File: src/rtl/dispatch.sv
// ----------------------------------------------------------------------------
// dispatch
//   A small FIFO that feeds a downstream accumulator in one of two modes:
//     stream : pop one word per cycle for as long as words are queued
//     burst  : on an i_go pulse, pop exactly the number of words held at that
//              moment, on consecutive cycles, and then stop
//   The popped word is registered, so o_data/o_valid follow the pop by one
//   cycle. o_data is forced to zero on every cycle that carries no word.
//
// Optional feature (macro DISPATCH_ZERO_DROP_EN):
//   When defined, a zero-valued input word completes its handshake but is
//   not stored. When undefined, zero words are queued like any other word.
//
// Ports
//   i_clk    : clock, all state on rising edge
//   i_rst_n  : synchronous active-low reset
//   i_mode   : 0 = stream, 1 = burst (sampled in IDLE only)
//   i_valid  : upstream word present
//   i_data   : upstream word (16 bits)
//   o_ready  : FIFO can accept (count < DEPTH), combinational
//   i_go     : burst start pulse, honoured only in IDLE in burst mode
//   o_data   : registered popped word, zero on idle cycles
//   o_valid  : registered, high when o_data carries a popped word
//   o_count  : current FIFO occupancy
//   o_busy   : high while in STREAM or BURST
// ----------------------------------------------------------------------------
module dispatch #(
    parameter int DEPTH = 4
) (
    input  logic                       i_clk,
    input  logic                       i_rst_n,
    input  logic                       i_mode,
    input  logic                       i_valid,
    input  logic [15:0]                i_data,
    output logic                       o_ready,
    input  logic                       i_go,
    output logic [15:0]                o_data,
    output logic                       o_valid,
    output logic [$clog2(DEPTH):0]     o_count,
    output logic                       o_busy
);

    localparam int AW = $clog2(DEPTH);
    localparam int CW = AW + 1;

    localparam logic [CW-1:0] COUNT_FULL = CW'(DEPTH);
    localparam logic [CW-1:0] COUNT_ONE  = CW'(1);
    localparam logic [AW-1:0] PTR_ONE    = AW'(1);

    localparam logic [1:0] S_IDLE   = 2'd0;
    localparam logic [1:0] S_STREAM = 2'd1;
    localparam logic [1:0] S_BURST  = 2'd2;

    logic [1:0]    r_state;
    logic [15:0]   r_mem [DEPTH];
    logic [AW-1:0] r_wr_ptr;
    logic [AW-1:0] r_rd_ptr;
    logic [CW-1:0] r_count;
    logic [CW-1:0] r_burst_len;   // words still to pop in the current burst
    logic [15:0]   r_o_data;
    logic          r_o_valid;

    logic [1:0]    w_next_state;
    logic          w_accept;
    logic          w_push;
    logic          w_pop;

    assign o_ready = (r_count < COUNT_FULL);
    assign w_accept = i_valid && o_ready;

`ifdef DISPATCH_ZERO_DROP_EN
    // Zero words complete the handshake but never occupy a slot.
    assign w_push = w_accept && (i_data != 16'h0000);
`else
    assign w_push = w_accept;
`endif

    // The pop decision depends only on the current state; a transition out of
    // IDLE does not pop in the same cycle.
    // NOTE: every signal assigned in always_comb gets a default first, so no
    // path leaves it unassigned and no latch is inferred.
    always_comb begin
        w_pop = 1'b0;
        case (r_state)
            S_STREAM: w_pop = (r_count != '0);
            S_BURST:  w_pop = (r_burst_len != '0);
            default:  w_pop = 1'b0;
        endcase
    end

    always_comb begin
        w_next_state = r_state;
        case (r_state)
            S_IDLE: begin
                if (r_count != '0) begin
                    if (!i_mode)
                        w_next_state = S_STREAM;
                    else if (i_go)
                        w_next_state = S_BURST;
                end
            end
            S_STREAM: begin
                // Leave as soon as the last queued word goes with nothing
                // arriving to replace it.
                if (r_count == '0)
                    w_next_state = S_IDLE;
                else if (w_pop && (r_count == COUNT_ONE) && !w_push)
                    w_next_state = S_IDLE;
            end
            S_BURST: begin
                if (r_burst_len <= COUNT_ONE)
                    w_next_state = S_IDLE;
            end
            default: w_next_state = S_IDLE;
        endcase
    end

    // NOTE: sequential state uses non-blocking assignments only, so every
    // register samples the values from before the edge.
    always_ff @(posedge i_clk) begin
        if (!i_rst_n) begin
            r_state     <= S_IDLE;
            r_wr_ptr    <= '0;
            r_rd_ptr    <= '0;
            r_count     <= '0;
            r_burst_len <= '0;
            r_o_data    <= 16'h0000;
            r_o_valid   <= 1'b0;
        end else begin
            r_state <= w_next_state;

            if (w_push)
                r_wr_ptr <= r_wr_ptr + PTR_ONE;
            if (w_pop)
                r_rd_ptr <= r_rd_ptr + PTR_ONE;

            case ({w_push, w_pop})
                2'b10:   r_count <= r_count + COUNT_ONE;
                2'b01:   r_count <= r_count - COUNT_ONE;
                default: r_count <= r_count;
            endcase

            // Snapshot the occupancy at the i_go cycle; words pushed later
            // stay queued for the next run.
            if (r_state == S_IDLE && w_next_state == S_BURST)
                r_burst_len <= r_count;
            else if (r_state == S_BURST && w_pop)
                r_burst_len <= r_burst_len - COUNT_ONE;

            r_o_valid <= w_pop;
            r_o_data  <= w_pop ? r_mem[r_rd_ptr] : 16'h0000;
        end
    end

    // NOTE: the storage array has no reset; the pointers and count alone
    // decide which entries are meaningful, so stale contents are never read.
    always_ff @(posedge i_clk) begin
        if (w_push)
            r_mem[r_wr_ptr] <= i_data;
    end

    assign o_data  = r_o_data;
    assign o_valid = r_o_valid;
    assign o_count = r_count;
    assign o_busy  = (r_state == S_STREAM) || (r_state == S_BURST);

endmodule

File: config.mk
export PLATFORM = sky130hd
export DESIGN_NAME = dispatch
export DESIGN_NICKNAME = d
export VERILOG_FILES = /design/src/rtl/dispatch.sv
export SDC_FILE = /design/constraint.sdc
export NUM_CORES = 1
export LEC_CHECK = 0
export CORE_MARGIN = 2
export CORE_UTILIZATION = 30
export CTS_CLUSTER_DIAMETER = 60
export DETAILED_ROUTE_END_ITERATION = 8
export MAX_ROUTING_LAYER = met4
export PLACE_DENSITY_LB_ADDON = 0.25
export SLEW_MARGIN = 20
export SYNTH_ARGS = -nofsm -noshare
export SYNTH_HDL_FRONTEND = slang
export SYNTH_SLANG_ARGS = --single-unit
File: constraint.sdc
create_clock -name i_clk -period 2.4 [get_ports i_clk]
set_clock_uncertainty 0.2 [all_clocks]
set_input_delay 0.72 -clock i_clk [delete_from_list [all_inputs] [get_ports i_clk]]
set_output_delay 0.72 -clock i_clk [all_outputs]
set_load 0.01 [all_outputs]
==> results.tsv <==
metric	value	unit
drt_iter0_drc	97	
critPathLaunchType	register	
final_area	4703	µm²
start_util	30.62	%
clkTransAtPathRegs	0.06	ns
max-vdd-ir-drop	357.1	µV
cts_tree	done	
finalCritPeriodShare	96.11	%
layout-drive-gt1-share	19.59	%
ff_latch_area	2505	µm²
root_buffer	clkbuf_16	
firstDrtPassIters	4	
netlist_instances	225	
clkSinkCount	93	
clk_path_buf_depth	2	
ys_types	34	
synth-seq-area-share	68.33	%
core	11960	µm²
slowest_delay	0.59	ns
avgSynthCellArea	16.28	µm²
htreeDepth	3	
power_frac_clock	36.3	%
arrival	1.39	ns
end_kind	output port	
vias	1984	
postRouteAntennaNets	0	
ys_warn_count	0	
dp_hpwl	4326	µm
clock_latency	0.33	ns
portBuffers	42	
syn_area	3662	µm²
avgRoutedWirePerCell	15.27	µm
ioPinCount	43	
synth_edf_count	64	
p_leak	1.678	nW
synth_top_area_share	52.48	%
internal-power	2.701	mW
grt_setup_unrepaired	no	
multi_input_area	1085	µm²
antenna_found_initial	0	
critPathSlowestCell	clkdlybuf4s50_1	
rows	40	
route.detailed.drc	0	
combPwrFrac	11.2	%
tightest_slew	0.3406	ns
synth_top_area_cell	edfxtp_1	
track_usage	11.35	%
synth_fp_nets	262	
critPathMaxFanout	9	
placed_area	4436	µm²
synthFlopType	edfxtp_1	
postCtsHoldBufs	0	
switchingPower	0.7879	mW
n_fill_cell	1135	
finalWeightedCongestion	0.8026	
setup_viol	0	
synthTopCellsByArea	edfxtp_1 52%, dfxtp_1 16%, mux4_2 9.8%	
crit_family	buffers and inverters	
ys_ff_latch	93	
die_height	114.5	µm
drt_wl_total	6689	µm
p_sw_share	22.58	%
slew_headroom	77.00	%
drv_slew	0	
cp_data_required_time	1.48	ns
pwr-share-seq	52.5	%
powerDensity	741.8	nW/µm²
worst-path-buf-inv	1	
grt-ovfl-total	0	
timing.fmax	433.5	MHz
grt_pass1_wl	10720	µm
path_cells	clkdlybuf4s50_1	
cap_violations	0	
async_flop_share	0	%
cts_buffers	9	
path_class	register to output port	
grt_start_max_net_pins	21	
hold_class	register to register	
avgViaCountPerCell	4.530	
power	3.489	mW
grt_pass1_vias	2106	
die_area	13110	µm²
area_growth_syn_to_layout	28.43	%
status	finished, final reports clean	
period_minus_slack	2.307	ns
hold_viol	0	
nets	323	
antenna-diode-count	0	
die_x	114.5	µm
## placed cells by master (no fill, tap or decap), types with 7 or more instances in the layout
master / netlist / routed
edfxtp_1: 64 / 64
clkdlybuf4s50_1: 0 / 41
dfxtp_1: 29 / 27
mux4_2: 16 / 16
and3_1: 16 / 16
ha_1: 16 / 15
buf_4: 2 / 13
inv_1: 12 / 12
nand2_1: 9 / 9
and2_1: 9 / 9
clkbuf_16: 0 / 9
a21oi_1: 7 / 7
## registers in the layout, indices dropped and copies added, names as in the netlist
register and cells:
o_count 3, o_data 16, o_valid 1, r_burst_len 3, r_mem 64, r_rd_ptr 2, r_state 2, r_wr_ptr 2
## Yosys cell counts, types with 2 or more instances
cell type	count
buf_4	2
o21ai_2	2
o41ai_1	2
and3_1	16
dfxtp_1	29
nand2b_1	2
mux2i_1	2
buf_2	3
clkbuf_1	5
a21oi_1	7
inv_1	12
edfxtp_1	64
nor2_1	3
mux4_2	16
nor2b_1	2
xnor2_1	5
nand3_1	3
and2_1	9
ha_1	16
nand2_1	9
o21ai_0	3
## power groups by stage
| stage | combinational, mW | sequential, mW | clock (mW) |
|---|---|---|---|
| floorplan | 0.225 | 1.86 | 0 |
| global placement | 0.401 | 1.86 | 0 |
| detailed placement | 0.399 | 1.87 | 0 |
| CTS | 0.399 | 1.83 | 1.31 |
| global route | 0.436 | 1.84 | 1.38 |
| finish | 0.392 | 1.83 | 1.27 |
## per-layer routing
layer | GRT usage, % | vias up | wire, µm
met3 | 2.806 | 6 | 231
met4 | 4.390 | 0 | 97
li1 | - | 959 | -
met1 | 13.15 | 977 | 2992
met5 | - | - | 0
met2 | 19.01 | 42 | 3367
## repair_timing
action	CTS	global route
gates resized for setup	2	0
setup buffers	0	0
endpoints found under the setup margin	1	0
## area by class of cell
type	instances	share of cell area, %
flip-flops and latches	93	53.26
multi-input cells	110	23.06
repair buffers	60	13.12
clock buffers	10	4.868
well taps	147	3.911
inverters	12	0.9577
clock inverters	6	0.8247
## worst paths after layout
| check | from | to | slack, ns | depth (start not counted) |
|---|---|---|---|---|
| hold / removal | r_state[1]$_SDFF_PN0_ | r_state[1]$_SDFF_PN0_ | 0.28 | 2 |
| setup / recovery | o_count[2]$_SDFFE_PN0P_ | o_count[2] | 0.09 | 1 |
| setup reg to reg | r_state[0]$_SDFF_PN0_ | o_count[2]$_SDFFE_PN0P_ | 0.23 | 7 |
| hold reg to reg | r_state[1]$_SDFF_PN0_ | r_state[1]$_SDFF_PN0_ | 0.28 | 2 |
## stage by stage
step	utilization, %	worst slack, ns	std cells	TNS [ns]	hold slack [ns]
2_1_floorplan	-	0.04310	225	0	0.2672
3_3_place_gp	37.08	-0.1328	422	-0.1745	0.2908
3_5_place_dp	37.08	-0.1688	422	-0.2418	0.2980
4_1_cts	39.32	0.06148	438	0	0.2838
5_1_grt	39.32	0.004135	438	0	0.3145
6_report	39.32	0.09336	438	0	0.2799
## cells by family after synthesis
kind of cell,Yosys count,synth area share (%)
muxes,18,10.39
and+or+nand+nor,50,8.097
DFF,93,68.33
adders and majority gates,16,5.466
AOI/OAI and AO/OA,20,3.724
xor gates and xnor gates,6,1.435
buffers and inverters,22,2.562
No activity file was read; power rests on OpenSTA's default activity.
